===== config.mk =====
export PLATFORM = sky130hd
export DESIGN_NAME = keypad_scanner_flat
export DESIGN_NICKNAME = d
export VERILOG_FILES = /design/src/rtl/keypad_scanner_if.sv /design/src/rtl/keypad_scanner.sv /design/src/flat_wrapper.sv
export SDC_FILE = /design/constraint.sdc
export NUM_CORES = 1
export LEC_CHECK = 0
export ABC_AREA = 0
export CAP_MARGIN = 15
export CORE_MARGIN = 4
export CORE_UTILIZATION = 50
export CTS_BUF_LIST = sky130_fd_sc_hd__clkbuf_16
export DETAILED_ROUTE_END_ITERATION = 12
export PLACE_DENSITY = 0.79
export SETUP_SLACK_MARGIN = 0.02
export SLEW_MARGIN = 20
export SYNTH_ARGS = -nofsm -noshare
export SYNTH_HDL_FRONTEND = slang
export SYNTH_SLANG_ARGS = --single-unit

===== constraint.sdc =====
create_clock -name clk -period 6.1 [get_ports clk]
set_input_delay 1.22 -clock clk [delete_from_list [all_inputs] [get_ports clk]]
set_output_delay 1.22 -clock clk [all_outputs]
set_load 0.02 [all_outputs]

===== src/rtl/keypad_scanner_if.sv =====
// Keypad scanner signal bundle: keypad matrix lines plus the decoded key events
// handed to the downstream entry logic.
interface keypad_scanner_if #(
    parameter int ROWS = 4,
    parameter int COLS = 4
);
    localparam int KW = (ROWS * COLS > 1) ? $clog2(ROWS * COLS) : 1;

    logic [ROWS-1:0] row;
    logic [COLS-1:0] col;
    logic [KW-1:0]   key_code;
    logic            key_valid;
    logic            key_held;
    logic            key_release;
    logic            multi_err;

    // Scanner side: samples rows, drives columns and the key events.
    modport master (
        input  row,
        output col, key_code, key_valid, key_held, key_release, multi_err
    );

    // Keypad/consumer side.
    modport slave (
        output row,
        input  col, key_code, key_valid, key_held, key_release, multi_err
    );
endinterface


===== src/rtl/keypad_scanner.sv =====
// R x C matrix keypad scanner: synchronises the row lines, walks the columns
// with a fixed dwell, debounces press and release, and rejects samples where
// more than one row is active in a column.
module keypad_scanner #(
    parameter int ROWS       = 4,
    parameter int COLS       = 4,
    parameter int SCAN_DIV   = 1000,
    parameter int DEBOUNCE   = 4,
    parameter int ACTIVE_LOW = 1
) (
    input  logic              clk,
    input  logic              rst,
    keypad_scanner_if.master  kp
);
    localparam int KW = (ROWS * COLS > 1) ? $clog2(ROWS * COLS) : 1;
    localparam int RW = (ROWS > 1) ? $clog2(ROWS) : 1;
    localparam int CW = (COLS > 1) ? $clog2(COLS) : 1;
    localparam int TW = $clog2(SCAN_DIV);
    localparam int DW = $clog2(DEBOUNCE + 1);

    localparam logic [ROWS-1:0] ROW_INACTIVE   = (ACTIVE_LOW != 0) ? {ROWS{1'b1}} : {ROWS{1'b0}};
    localparam logic [ROWS-1:0] ROW_POLARITY   = (ACTIVE_LOW != 0) ? {ROWS{1'b1}} : {ROWS{1'b0}};
    localparam logic [COLS-1:0] COL_POLARITY   = (ACTIVE_LOW != 0) ? {COLS{1'b1}} : {COLS{1'b0}};
    localparam logic [COLS-1:0] COL_ALL_ACTIVE = ~COL_POLARITY;
    localparam logic [ROWS-1:0] ROW_ONE        = ROWS'(1);
    localparam logic [COLS-1:0] COL_ONE        = COLS'(1);
    localparam logic [TW-1:0]   TIMER_LAST     = TW'(SCAN_DIV - 1);
    localparam logic [DW-1:0]   DEB_N          = DW'(DEBOUNCE);
    localparam logic [CW-1:0]   COL_LAST       = CW'(COLS - 1);
    localparam logic [KW-1:0]   COLS_K         = KW'(COLS);

    typedef enum logic [1:0] {
        ST_IDLE,
        ST_SCAN,
        ST_DEBOUNCE,
        ST_PRESSED
    } state_t;

    state_t          state_reg, state_next;
    logic [ROWS-1:0] row_meta_reg, row_sync_reg;
    logic [TW-1:0]   timer_reg, timer_next;
    logic [CW-1:0]   col_idx_reg, col_idx_next;
    logic [RW-1:0]   row_idx_reg, row_idx_next;
    logic [DW-1:0]   cnt_reg, cnt_next;
    logic [DW-1:0]   rel_cnt_reg, rel_cnt_next;
    logic [COLS-1:0] col_reg, col_next;
    logic [KW-1:0]   key_code_reg, key_code_next;
    logic            key_valid_reg, key_valid_next;
    logic            key_held_reg, key_held_next;
    logic            key_release_reg, key_release_next;
    logic            multi_err_reg, multi_err_next;

    logic [ROWS-1:0] sample;
    logic            dwell_end;
    logic            row_any;
    logic            row_one;
    logic            row_multi;
    logic [RW-1:0]   hit_idx;
    logic [ROWS-1:0] captured_row;
    logic [KW-1:0]   captured_code;

    // Two-flop synchroniser for the asynchronous row lines, parked at the
    // inactive level so reset never looks like a pressed key.
    always_ff @(posedge clk or posedge rst) begin
        if (rst) begin
            row_meta_reg <= ROW_INACTIVE;
            row_sync_reg <= ROW_INACTIVE;
        end else begin
            row_meta_reg <= kp.row;
            row_sync_reg <= row_meta_reg;
        end
    end

    // Active-high view of the synchronised rows, plus one-hot classification.
    assign sample        = row_sync_reg ^ ROW_POLARITY;
    assign dwell_end     = (timer_reg == TIMER_LAST);
    assign row_any       = |sample;
    assign row_one       = $onehot(sample);
    assign row_multi     = row_any && !row_one;
    assign captured_row  = ROW_ONE << row_idx_reg;
    assign captured_code = KW'(row_idx_reg) * COLS_K + KW'(col_idx_reg);

    // Index of the active row; only meaningful when exactly one row is active.
    always_comb begin
        hit_idx = '0;
        for (int i = 0; i < ROWS; i++) begin
            if (sample[i]) begin
                hit_idx = RW'(i);
            end
        end
    end

    // Next-state, counters and registered-output next values.
    always_comb begin
        state_next       = state_reg;
        col_idx_next     = col_idx_reg;
        row_idx_next     = row_idx_reg;
        cnt_next         = cnt_reg;
        rel_cnt_next     = rel_cnt_reg;
        key_code_next    = key_code_reg;
        key_held_next    = key_held_reg;
        key_valid_next   = 1'b0;
        key_release_next = 1'b0;
        multi_err_next   = 1'b0;

        case (state_reg)
            ST_IDLE: begin
                if (dwell_end && row_any) begin
                    state_next   = ST_SCAN;
                    col_idx_next = '0;
                end
            end

            ST_SCAN: begin
                if (dwell_end) begin
                    if (row_one) begin
                        row_idx_next = hit_idx;
                        cnt_next     = DW'(1);
                        state_next   = ST_DEBOUNCE;
                    end else begin
                        // Ghosting / several keys in one column: flag and move on.
                        multi_err_next = row_multi;
                        if (col_idx_reg == COL_LAST) begin
                            state_next   = ST_IDLE;
                            col_idx_next = '0;
                        end else begin
                            col_idx_next = col_idx_reg + CW'(1);
                        end
                    end
                end
            end

            ST_DEBOUNCE: begin
                // The count already satisfied on entry only happens with a
                // single-sample debounce; accept without waiting for a dwell.
                if (cnt_reg == DEB_N) begin
                    state_next     = ST_PRESSED;
                    key_code_next  = captured_code;
                    key_held_next  = 1'b1;
                    key_valid_next = 1'b1;
                    cnt_next       = '0;
                    rel_cnt_next   = '0;
                end else if (dwell_end) begin
                    if (sample == captured_row) begin
                        if (cnt_reg + DW'(1) == DEB_N) begin
                            state_next     = ST_PRESSED;
                            key_code_next  = captured_code;
                            key_held_next  = 1'b1;
                            key_valid_next = 1'b1;
                            cnt_next       = '0;
                            rel_cnt_next   = '0;
                        end else begin
                            cnt_next = cnt_reg + DW'(1);
                        end
                    end else begin
                        // Bounce: abandon silently.
                        state_next   = ST_IDLE;
                        cnt_next     = '0;
                        col_idx_next = '0;
                    end
                end
            end

            ST_PRESSED: begin
                // Only the captured row matters; other keys are ignored while held.
                if (dwell_end) begin
                    if (!sample[row_idx_reg]) begin
                        if (rel_cnt_reg + DW'(1) == DEB_N) begin
                            state_next       = ST_IDLE;
                            key_held_next    = 1'b0;
                            key_release_next = 1'b1;
                            rel_cnt_next     = '0;
                            col_idx_next     = '0;
                        end else begin
                            rel_cnt_next = rel_cnt_reg + DW'(1);
                        end
                    end else begin
                        rel_cnt_next = '0;
                    end
                end
            end

            default: begin
                state_next   = ST_IDLE;
                col_idx_next = '0;
                cnt_next     = '0;
                rel_cnt_next = '0;
            end
        endcase

        // Dwell restarts on any state or column change so each column gets a
        // full settling window before it is sampled.
        if ((state_next != state_reg) || (col_idx_next != col_idx_reg) || dwell_end) begin
            timer_next = '0;
        end else begin
            timer_next = timer_reg + TW'(1);
        end

        if (state_next == ST_IDLE) begin
            col_next = COL_ALL_ACTIVE;
        end else begin
            col_next = (COL_ONE << col_idx_next) ^ COL_POLARITY;
        end
    end

    // State, counters and registered outputs.
    always_ff @(posedge clk or posedge rst) begin
        if (rst) begin
            state_reg       <= ST_IDLE;
            timer_reg       <= '0;
            col_idx_reg     <= '0;
            row_idx_reg     <= '0;
            cnt_reg         <= '0;
            rel_cnt_reg     <= '0;
            col_reg         <= COL_ALL_ACTIVE;
            key_code_reg    <= '0;
            key_valid_reg   <= 1'b0;
            key_held_reg    <= 1'b0;
            key_release_reg <= 1'b0;
            multi_err_reg   <= 1'b0;
        end else begin
            state_reg       <= state_next;
            timer_reg       <= timer_next;
            col_idx_reg     <= col_idx_next;
            row_idx_reg     <= row_idx_next;
            cnt_reg         <= cnt_next;
            rel_cnt_reg     <= rel_cnt_next;
            col_reg         <= col_next;
            key_code_reg    <= key_code_next;
            key_valid_reg   <= key_valid_next;
            key_held_reg    <= key_held_next;
            key_release_reg <= key_release_next;
            multi_err_reg   <= multi_err_next;
        end
    end

    assign kp.col         = col_reg;
    assign kp.key_code    = key_code_reg;
    assign kp.key_valid   = key_valid_reg;
    assign kp.key_held    = key_held_reg;
    assign kp.key_release = key_release_reg;
    assign kp.multi_err   = multi_err_reg;
endmodule


===== src/flat_wrapper.sv =====
// flat-port wrapper written by rule: the top's interface ports become plain ports
module keypad_scanner_flat 
#(
    parameter int ROWS       = 4,
    parameter int COLS       = 4,
    parameter int SCAN_DIV   = 1000,
    parameter int DEBOUNCE   = 4,
    parameter int ACTIVE_LOW = 1
)
  (clk, rst, kp_row, kp_col, kp_key_code, kp_key_valid, kp_key_held, kp_key_release, kp_multi_err);
  keypad_scanner_if #(.ROWS(ROWS), .COLS(COLS)) kp_i ();
  input  logic clk;
  input  logic rst;
  input wire logic [$bits(kp_i.row)-1:0] kp_row;
  output wire logic [$bits(kp_i.col)-1:0] kp_col;
  output wire logic [$bits(kp_i.key_code)-1:0] kp_key_code;
  output wire logic [$bits(kp_i.key_valid)-1:0] kp_key_valid;
  output wire logic [$bits(kp_i.key_held)-1:0] kp_key_held;
  output wire logic [$bits(kp_i.key_release)-1:0] kp_key_release;
  output wire logic [$bits(kp_i.multi_err)-1:0] kp_multi_err;
  assign kp_i.row = kp_row;
  assign kp_col = kp_i.col;
  assign kp_key_code = kp_i.key_code;
  assign kp_key_valid = kp_i.key_valid;
  assign kp_key_held = kp_i.key_held;
  assign kp_key_release = kp_i.key_release;
  assign kp_multi_err = kp_i.multi_err;
  keypad_scanner #(.ROWS(ROWS), .COLS(COLS), .SCAN_DIV(SCAN_DIV), .DEBOUNCE(DEBOUNCE), .ACTIVE_LOW(ACTIVE_LOW)) u_core (.clk(clk), .rst(rst), .kp(kp_i));
endmodule

# Word level (Yosys, flattened, before mapping)
# Cells that the tools add are included.
[word_totals] reg_bits=42 inputBits=6 out_inout_bits=12 word_cells=134
[op_classes] n_addsub=8 n_lt_le_gt_ge=1 n_eq_ne=20 n_shift=2 muxes=69 bitwise=2 reduce_logical=18
[ops] op="2-bit two-way mux" count=23
[ops] op="3-bit two-way mux" count=13
[ops] op="1-bit two-way mux" count=21
[ops] op="4-bit two-way mux" count=5
[ops] op="2-bit one-hot mux with 4 select lines" count=2
[ops] op="3-bit one-hot mux with 2 select lines" count=2
[ops] op="10-bit by 1-bit adder with 10-bit output, second input constant" count=1
[ops] op="10-bit == test, second input constant" count=1
[ops] op="10-bit two-way mux" count=1
[ops] op="2-bit nonzero test" count=5
[ops] op="3-bit == test, second input constant" count=3
[ops] op="3-bit by 1-bit != test with 1-bit output, second input constant" count=3
[ops] op="2-bit by 1-bit != test with 1-bit output, second input constant" count=4
[ops] op="4-bit inverter" count=2
[ops] op="4-bit AND reduction" count=2
[ops] op="1-bit by 2-bit << shifter with 4-bit output, first input constant" count=2
[ops] op="7-bit AND reduction" count=1
[ops] op="3-bit by 1-bit adder with 3-bit output, second input constant" count=2
[ops] op="2-bit == test, second input constant" count=3
[ops] op="5-bit AND reduction" count=1
[ops] op="1-bit by 1-bit adder with 2-bit output" count=2
[ops] op="4-bit by 2-bit adder with 4-bit output" count=1
[ops] op="4-bit == test" count=1
[ops] op="2-bit logical NOT" count=2
[ops] op="other kinds (14)" count=17

# Depth between registers and ports, before layout
# Gate-level depths: netlist of the first run.
[depth] depth_word=11 depth_mapped=11

# Worst setup path before layout of the first run
# No wires, ideal clock.
[synth_path] path_type="flip-flop to flip-flop" startpoint="register u_core.row_sync_reg[0]" endpoint="register u_core.col_reg[2], in the netlist u_core.kp.col[2]" setup_ns=0.078 arrival_time_ns=2.741 t_required_ns=6.022 path_slack_ns=3.281 stages_incl_launch_ff=12 path_buffers=0 period_less_slack_ns=2.819 path_cell_list="dfstp_2 inv_1 ha_1 ha_1 fa_1 or3b_2 nand4_1 mux2i_1 nor2_1 a31oi_4 inv_2 a21oi_1"
[synth_via] elab_chain_cells=10
[synth_rtl] item="start, declared" line="keypad_scanner.sv:40" rtl="logic [ROWS-1:0] row_meta_reg, row_sync_reg;"
[synth_rtl] item="start signal, assigned" line="keypad_scanner.sv:70" rtl="row_sync_reg <= row_meta_reg;"
[synth_rtl] item="4-bit inverter (no line) *"
[synth_rtl] item="1-bit by 1-bit adder with 2-bit output (not written as such)" line="keypad_scanner.sv:78" rtl="assign row_one = $onehot(sample);"
[synth_rtl] item="3-bit adder (not written as such)" line="keypad_scanner.sv:78"
[synth_rtl] item="3-bit by 1-bit == test with 1-bit output" line="keypad_scanner.sv:78"
[synth_rtl] item="2-bit two-way mux" line="keypad_scanner.sv:116" rtl="if (row_one) begin"
[synth_rtl] item="2-bit two-way mux" line="keypad_scanner.sv:115" rtl="if (dwell_end) begin"
[synth_rtl] item="2-bit one-hot mux with 4 select lines *" line="keypad_scanner.sv:106" rtl="case (state_reg)"
[synth_rtl] item="via u_core.col_idx_next[1]" line="keypad_scanner.sv:42" rtl="logic [CW-1:0] col_idx_reg, col_idx_next;"
[synth_rtl] item="1-bit by 2-bit << shifter with 4-bit output *" line="keypad_scanner.sv:202" rtl="col_next = (COL_ONE << col_idx_next) ^ COL_POLARITY;"
[synth_rtl] item="4-bit inverter (no line) *"
[synth_rtl] item="4-bit two-way mux *" line="keypad_scanner.sv:199" rtl="if (state_next == ST_IDLE) begin"
[synth_rtl] item="via u_core.col_next[2]" line="keypad_scanner.sv:46" rtl="logic [COLS-1:0] col_reg, col_next;"
[synth_rtl] item="end signal, assigned" line="keypad_scanner.sv:228" rtl="col_reg <= col_next;"
[synth_rtl] item="end, declared" line="keypad_scanner.sv:46"
# The timed path passes the listed nets; every way through them passes the cells marked *. The select of a mux whose other input is x is not followed.
# A chain may end at the register's enable or synchronous reset.

# Final worst setup path of the first run
[layout_path] startpoint="register u_core.row_sync_reg[0]" endpoint="register u_core.timer_reg[2]"
[layout_via] elab_chain_cells=11
[layout_rtl] item="4-bit inverter (no line) *"
[layout_rtl] item="1-bit by 1-bit adder with 2-bit output (not written as such)" line="keypad_scanner.sv:78"
[layout_rtl] item="3-bit adder (not written as such)" line="keypad_scanner.sv:78"
[layout_rtl] item="3-bit by 1-bit == test with 1-bit output" line="keypad_scanner.sv:78"
[layout_rtl] item="2-bit two-way mux" line="keypad_scanner.sv:116"
[layout_rtl] item="2-bit two-way mux" line="keypad_scanner.sv:115"
[layout_rtl] item="2-bit one-hot mux with 4 select lines" line="keypad_scanner.sv:106"
[layout_rtl] item="2-bit != test" line="keypad_scanner.sv:193" rtl="if ((state_next != state_reg) || (col_idx_next != col_idx_reg) || dwell_end) begin"
[layout_rtl] item="1-bit logical OR * (2 in a row)" line="keypad_scanner.sv:193"
[layout_rtl] item="10-bit two-way mux *" line="keypad_scanner.sv:193"
[layout_rtl] item="via u_core.timer_next[2]" line="keypad_scanner.sv:41" rtl="logic [TW-1:0] timer_reg, timer_next;"
[layout_rtl] item="end signal, assigned" line="keypad_scanner.sv:223" rtl="timer_reg <= timer_next;"
[layout_rtl] item="end, declared" line="keypad_scanner.sv:41"
# Marks and branches as above.

==> results of run 1 <==
==> layout by cell type (no fill, tap or decap), drive strengths merged, types with 4 or more instances in the layout <==
cell | Yosys | layout
o21ai | 11 | 11
nand3 | 9 | 9
ha | 17 | 17
inv | 16 | 17
nor3 | 7 | 7
nor2 | 6 | 6
clkdlybuf4s50 | 0 | 17
nand3b | 4 | 4
a21oi | 9 | 9
dfrtp | 34 | 34
nand2 | 30 | 30
xnor2 | 4 | 4
xor2 | 5 | 5
and3 | 6 | 6
clkbuf | 2 | 5
dfstp | 8 | 8
nand4 | 6 | 6
nor4 | 7 | 7
==> kinds of logic (layout without fill, tap and decap cells) <==
kind of cell	after synthesis	after routing
xor gates and xnor gates	9	9
buffers and inverters	22	42
DFF	42	42
and+or+nand+nor	94	94
muxes	5	5
adders and majority gates	18	18
AOI/OAI and AO/OA	37	37
==> worst min-delay path by stage <==
stage | from | to | slack, ps
2_1_floorplan | u_core.row_meta_reg[0] | u_core.row_sync_reg[0] | 350
3_3_place_gp | u_core.row_meta_reg[3] | u_core.row_sync_reg[3] | 350
3_5_place_dp | u_core.row_meta_reg[1] | u_core.row_sync_reg[1] | 350
4_1_cts | u_core.row_meta_reg[1] | u_core.row_sync_reg[1] | 360
5_1_grt | u_core.row_meta_reg[1] | u_core.row_sync_reg[1] | 360
6_report | u_core.row_meta_reg[1] | u_core.row_sync_reg[1] | 360
==> final cells by class <==
class / count / area (um^2) / area share (%)
Multi-Input combinational cell: 163 / 1270 / 45.1
Clock inverter: 3 / 41.3 / 1.46
Sequential cell: 42 / 1060 / 37.6
Clock buffer: 5 / 125 / 4.44
Tap cell: 67 / 83.8 / 2.97
Timing Repair Buffer: 18 / 178 / 6.30
Inverter: 16 / 60.1 / 2.13
==> stage by stage <==
| stage | cells | setup slack, ps | util (%) |
|---|---|---|---|
| 4_1_cts | 314 | 3070 | 59.3 |
| 3_3_place_gp | 306 | 3120 | 55.8 |
| 5_1_grt | 314 | 2800 | 59.3 |
| 6_report | 314 | 3060 | 59.3 |
| 3_5_place_dp | 306 | 3090 | 55.8 |
| 2_1_floorplan | 227 | 3280 | - |
==> power groups by stage <==
stage | clock [W] | sequential, W | combinational, W
floorplan | 0 | 0.000290 | 0.0000155
global placement | 0 | 0.000290 | 0.0000230
detailed placement | 0 | 0.000291 | 0.0000234
CTS | 0.000299 | 0.000286 | 0.0000236
global route | 0.000312 | 0.000286 | 0.0000270
finish | 0.000292 | 0.000286 | 0.0000233
==> routing by layer <==
metal | track usage, % | up-vias
met1 | 20.7 | 826
li1 | - | 857
met5 | 0 | -
met2 | 23.7 | 48
met4 | 6.47 | 0
met3 | 3.90 | 7
==> results.md, run 1 <==
* Die Span Y at 78.1 um
* Die ar. at roughly 6100 um^2
* DP Wirelength at 3070 um
* Clk sinks at 42
* Met1 Wirelength at ~2000 um
* Port buffer count at 17
* Bufs and invs on worst path at 1
* # fillers at between 300 and 400
* RSZ-0062 raised after global routing: false
* Asr flop ratio synth at 100%
* Fin. max-slew vios at 0
* Worst-Margin Slew at between 600 and 700 ps
* Insertion delay to the later sink of the worst-skew pair at 280 ps
* Critical Path RT at 6240 ps
* Wire per inst at 13.9 um
* R2r endpoint: u_core.timer_reg[2]
* Met3 wire length at 231 um
* Reg2reg path depth at 10
* Max Used Layer: met4
* Residual DRC at 0
* Clock share of power at 48.6%
* Complex-gate fraction of the synthesized area at 13.6%
* Wire length on met2 at 2010 um
* Most numerous cell in the Yosys netlist: dfrtp_1
* Register bit total from synthesis at 42
* Syn_nets at 251
* Crit. End Element: flip-flop
* Final Hold Viols at 0
* Layout cells sized above 1 at between 10% and 20%
* Overall routed net length at 4360 um
* Top cell type by total area after synthesis: dfrtp_1
* Initial DRC count at 101
* Adder-cell share of the synthesized area at 9.47%
* Tmin final at 3040 ps
* CP delay by family, top: adder cells
* Io pins at 18
* Routability congestion estimate at 0.896
* Syn Inst Count at about 230
* Vias at 1738
* Pwr Density at 213 nW/um^2
* Simple-Gate Fraction of Synth Area at about 23%
* Synthesized-area fraction occupied by xor and xnor cells at 3.21%
* PostCTS Resize Cnt at 0
* Global-route wire length before repair at 7490 um
* Ranking of synthesized cells by area: dfrtp_1 35%, ha_1 8.7%, dfstp_2 8.6%
* Mux cell area share after synthesis at 2.80%
* Peak VDD IR at around 0.15 mV
* Row count at 25
* Type of the worst setup path: reg2reg
* Worst R2R Start: u_core.row_sync_reg[0]
* Setup crit start: u_core.row_sync_reg[0]
* Largest fanout on the critical path at 10
* Core ar. at 4750 um^2
* Synth top cells by count: 34 x dfrtp_1, 30 x nand2_1, 17 x ha_1
* Root buffer cell: clkbuf_16
* CTS Buf Count at 5
* Switching Share at 19.4%
* Slowest CP cell: dfstp_2
* Setup TNS at 0 ps
* Crit path depth at 10
* Fin Clk Skew at approximately 3 ps
* Max Freq at 329 MHz
* Crit share post-route at 49.9%
* Worst Path Arrival at 3180 ps
* Status: completed
* Post-synth EDFFs at 0
* Critical Path Start Type: flip-flop
* Syn Area/Cell at 10.8 um^2
* Main combinational cell family by area after synthesis: simple AND/OR/NAND/NOR gates
* Bufs on Longest Clock Path at 2
* Warnings from Yosys at 0
* Min-Delay Path Depth at 0
* Internal power component at between 0.0004 and 0.0005 W
* Lkg Pwr at 1.21 nW
* HP Class: reg2reg
* Grt ovf at 0
* Max reg flops at 10
* Largest net degree at the start of global routing at 43
* Sequential power share at 47.5%
* Area share of the largest cell type after synthesis at between 30% and 40%
* Mapped cell area at 2460 um^2
* Nets at 270
* Post-CTS Repair Setup Buffers at 0
* PnR Total Power at 0.000601 W
* Hold Buf Count CTS at 0
* Crit path top cell by count: ha_1
* Cell area after layout at 2820 um^2
* Critical Path Sink: u_core.timer_reg[2]
* WHS at 355 ps
* Die width at 78.1 um
* Inserted Diodes at 0
* CTS tree: built
* Top_reg_cell synth: dfrtp_1
* Logic pwr share at 3.9%
* CP peak stage delay at 570 ps
* Placed cell area at 2650 um^2
* # setup viols final at 0
* P&R area growth vs syn at 14.7%
* Vias per cell at about 5.5
* GRT Total Usage at 15.4%
* Max_slew headroom at between 50% and 60%
* Crit-path cells: inv_1 -> ha_1 -> ha_1 -> fa_1 -> nor3b_1 -> nor2_1 -> o21ai_0 -> nand4b_2 -> o221ai_2 -> nor3_1
* Vias in the first global route at between 1500 and 2000
* Effective utilization at floorplan at 51.7%
* Count of cell types in the netlist at 62
* Sequential area share after synthesis at between 40% and 50%
* Flop-to-flop setup slack at 3060 ps
* Max Cap Viol at 0
* Routed Antenna Nets at 0
* Clock transition at path regs at 60 ps
* DR pass1 iterations at 4
* Initial antenna violation count at 0
* H-tree depth at 2
* Net Sw Power at 0.000117 W
Power figures use the tool's default switching activity.
==> run 2: changes to the inputs <==
==> constraint.sdc (replaced) <==
create_clock -name clk -period 2.9 [get_ports clk]
set_input_delay 0.58 -clock clk [delete_from_list [all_inputs] [get_ports clk]]
set_output_delay 0.58 -clock clk [all_outputs]
set_load 0.02 [all_outputs]
==> run 2 against run 1 <==
Critical path depth up 1. Utilization up 2.4 points. Global-route usage rose by 0.86 points. First-iteration DRC count rose by 27%. Via count rose by 1.9%. Largest cell class unchanged. Non-clock buffer count is 6 higher. Final area is 4.1% higher. Die area did not move. Flip-flop and latch count stayed put. Worst setup slack worse by 3000 ps. Clock-buffer cell count stayed put. Register-to-register slack worse by 3000 ps.
==> results.md, run 2 (synthesis results as in run 1) <==
* Initial DRC count at 128
* Layout cells sized above 1 at 22.9%
* RSZ-0062 raised after global routing: true
* Routability congestion estimate at 0.869
* Largest net degree at the start of global routing at 43
* Commonest cells after routing, fill and taps aside: 34 x dfrtp_1, 30 x nand2_1, 17 x clkdlybuf4s50_1, 14 x ha_1, 13 x inv_1
* CTS Buf Count at 5
* Die ar. at 6100 um^2
* Initial antenna violation count at 0
* DP Wirelength at 3140 um
* Overall routed net length at 4630 um
* Port buffer count at 17
* # fillers at 405
* CTS tree: built
* Effective utilization at floorplan at 51.7%
* Residual DRC at 0
* DR pass1 iterations at 4
* Most common cell after layout, fill and taps aside: dfrtp_1
* Layout Utilization at 61.7%
* Vias at 1771
* Status: completed
* Insertion delay to the later sink of the worst-skew pair at 290 ps
* Nets at 276
* Final Hold Viols at 0
* Routed Antenna Nets at 0
* GRT Total Usage at roughly 16%
* Largest fanout on the critical path at 4
* Type of the worst setup path: reg2reg
* P&R area growth vs syn at 19.4%
* Wire per inst at 14.5 um
* Vias in the first global route at between 1500 and 2000
* HP Class: reg2reg
* Crit share post-route at 96.6%
* Pwr Density at 441 nW/um^2
* Tmin final at 2800 ps
* Max Cap Viol at 0
* Row count at 25
* Vias per cell at 5.53
* Clk sinks at 42
* Critical Path Start Type: flip-flop
* Max_slew headroom at 65.1%
* Critical Path RT at roughly 3100 ps
* Global-route wire length before repair at 7820 um
* Lkg Pwr at 1.25 nW
* Die Span Y at roughly 78 um
* Inserted Diodes at 0
* Core ar. at 4750 um^2
* # setup viols final at 0
* Grt ovf at 0
* Io pins at 18
* Fin. max-slew vios at 0
* PnR Total Power at approximately 0.0013 W
* Fin Clk Skew at between 8 and 9 ps
* Post-Place Cells at around 310
* Crit. End Element: flip-flop
* Peak VDD IR at 0.351 mV
* Worst Path Arrival at 3020 ps
* H-tree depth at 2
* Clock transition at path regs at 60 ps
* Max Freq at roughly 360 MHz
* Layout Cells excl Fill at 320
* Bufs on Longest Clock Path at 2
* Die width at ~78 um
* Max reg flops at 10
* Worst Slack Setup Final at 98.2 ps
* Root buffer cell: clkbuf_16
* DP Worst Slack at -23.8 ps
* Worst-Margin Slew at 524 ps
run 2: cell count changes in the layout (fill, tap and decap cells not counted), moves of 3 or more:
cell,change
a21oi_1,-3
ha_4,+3
ha_1,-3
buf_4,+6
a21oi_2,+3
run 2: metrics by stage:
stage / hold WS, ps / TNS [ps] / area [um^2]
floorplan: 345 / 0 / 2460
global placement: 346 / 0 / 2700
detailed placement: 347 / -43.0 / 2700
CTS: 356 / 0 / 2870
global route: 358 / -30.1 / 2930
finish: 355 / 0 / 2930
run 2: path summary, 6_finish.rpt:
path                                             start  slack, ps  depth (start not counted)                     end
worst max-delay path            u_core.row_sync_reg[2]        100                         11        u_core.kp.col[2]
min in group asynchronous                          rst        720                          3     u_core.timer_reg[8]
max in group asynchronous                          rst       1820                          3   u_core.kp.key_release
worst min-delay path            u_core.row_meta_reg[2]        350                          0  u_core.row_sync_reg[2]
worst min register to register  u_core.row_meta_reg[2]        350                          0  u_core.row_sync_reg[2]
worst max register to register  u_core.row_sync_reg[2]        100                         11        u_core.kp.col[2]
run 2: routing by layer:
layer | vias up | track usage [%] | part of all wire (%)
li1 | 865 | - | -
met1 | 859 | 20.9 | 46
met2 | 40 | 26.5 | 48
met3 | 7 | 5.16 | 4.6
met4 | 0 | 4.55 | 1.2
met5 | - | 0 | 0
run 2: critical path, cell delays in order, from the launching register on:
cell	delay [ps]
dfstp_2	530
inv_1	60
ha_4	230
ha_4	160
fa_1	500
or3b_4	410
nand4_1	150
mux2i_1	200
nor2_1	90
a31oi_4	190
inv_2	80
a21oi_2	120
run 2: where the power goes:
| part | total, W | leakage (nW) | internal (W) | switching, W |
|---|---|---|---|---|
| Sequential | 0.000598 | 0.545 | 0.000596 | 0.00000223 |
| Clock | 0.000625 | 0.0812 | 0.000403 | 0.000222 |
| Combinational | 0.0000712 | 0.619 | 0.0000344 | 0.0000367 |
| Total | 0.00129 | 1.25 | 0.00103 | 0.000261 |
run 2: what timing repair did:
action | 4_1_cts | 5_1_grt
gates resized for setup | 2 | 13
endpoints found under the hold margin | 0 | 0
hold buffers | 0 | 0
setup endpoints to repair | 14 | 16
pin swaps | 0 | 9
setup buffers | 0 | 0
run 2: cell type report:
| cell class | count | area (um^2) | area share (%) |
|---|---|---|---|
| well taps | 67 | 83.8 | 2.86 |
| inverters | 16 | 60.1 | 2.05 |
| repair buffers | 24 | 223 | 7.59 |
| clock buffers | 5 | 125 | 4.26 |
| multi-input cells | 163 | 1340 | 45.7 |
| flip-flops and latches | 42 | 1060 | 36.2 |
| clock inverters | 3 | 41.3 | 1.41 |
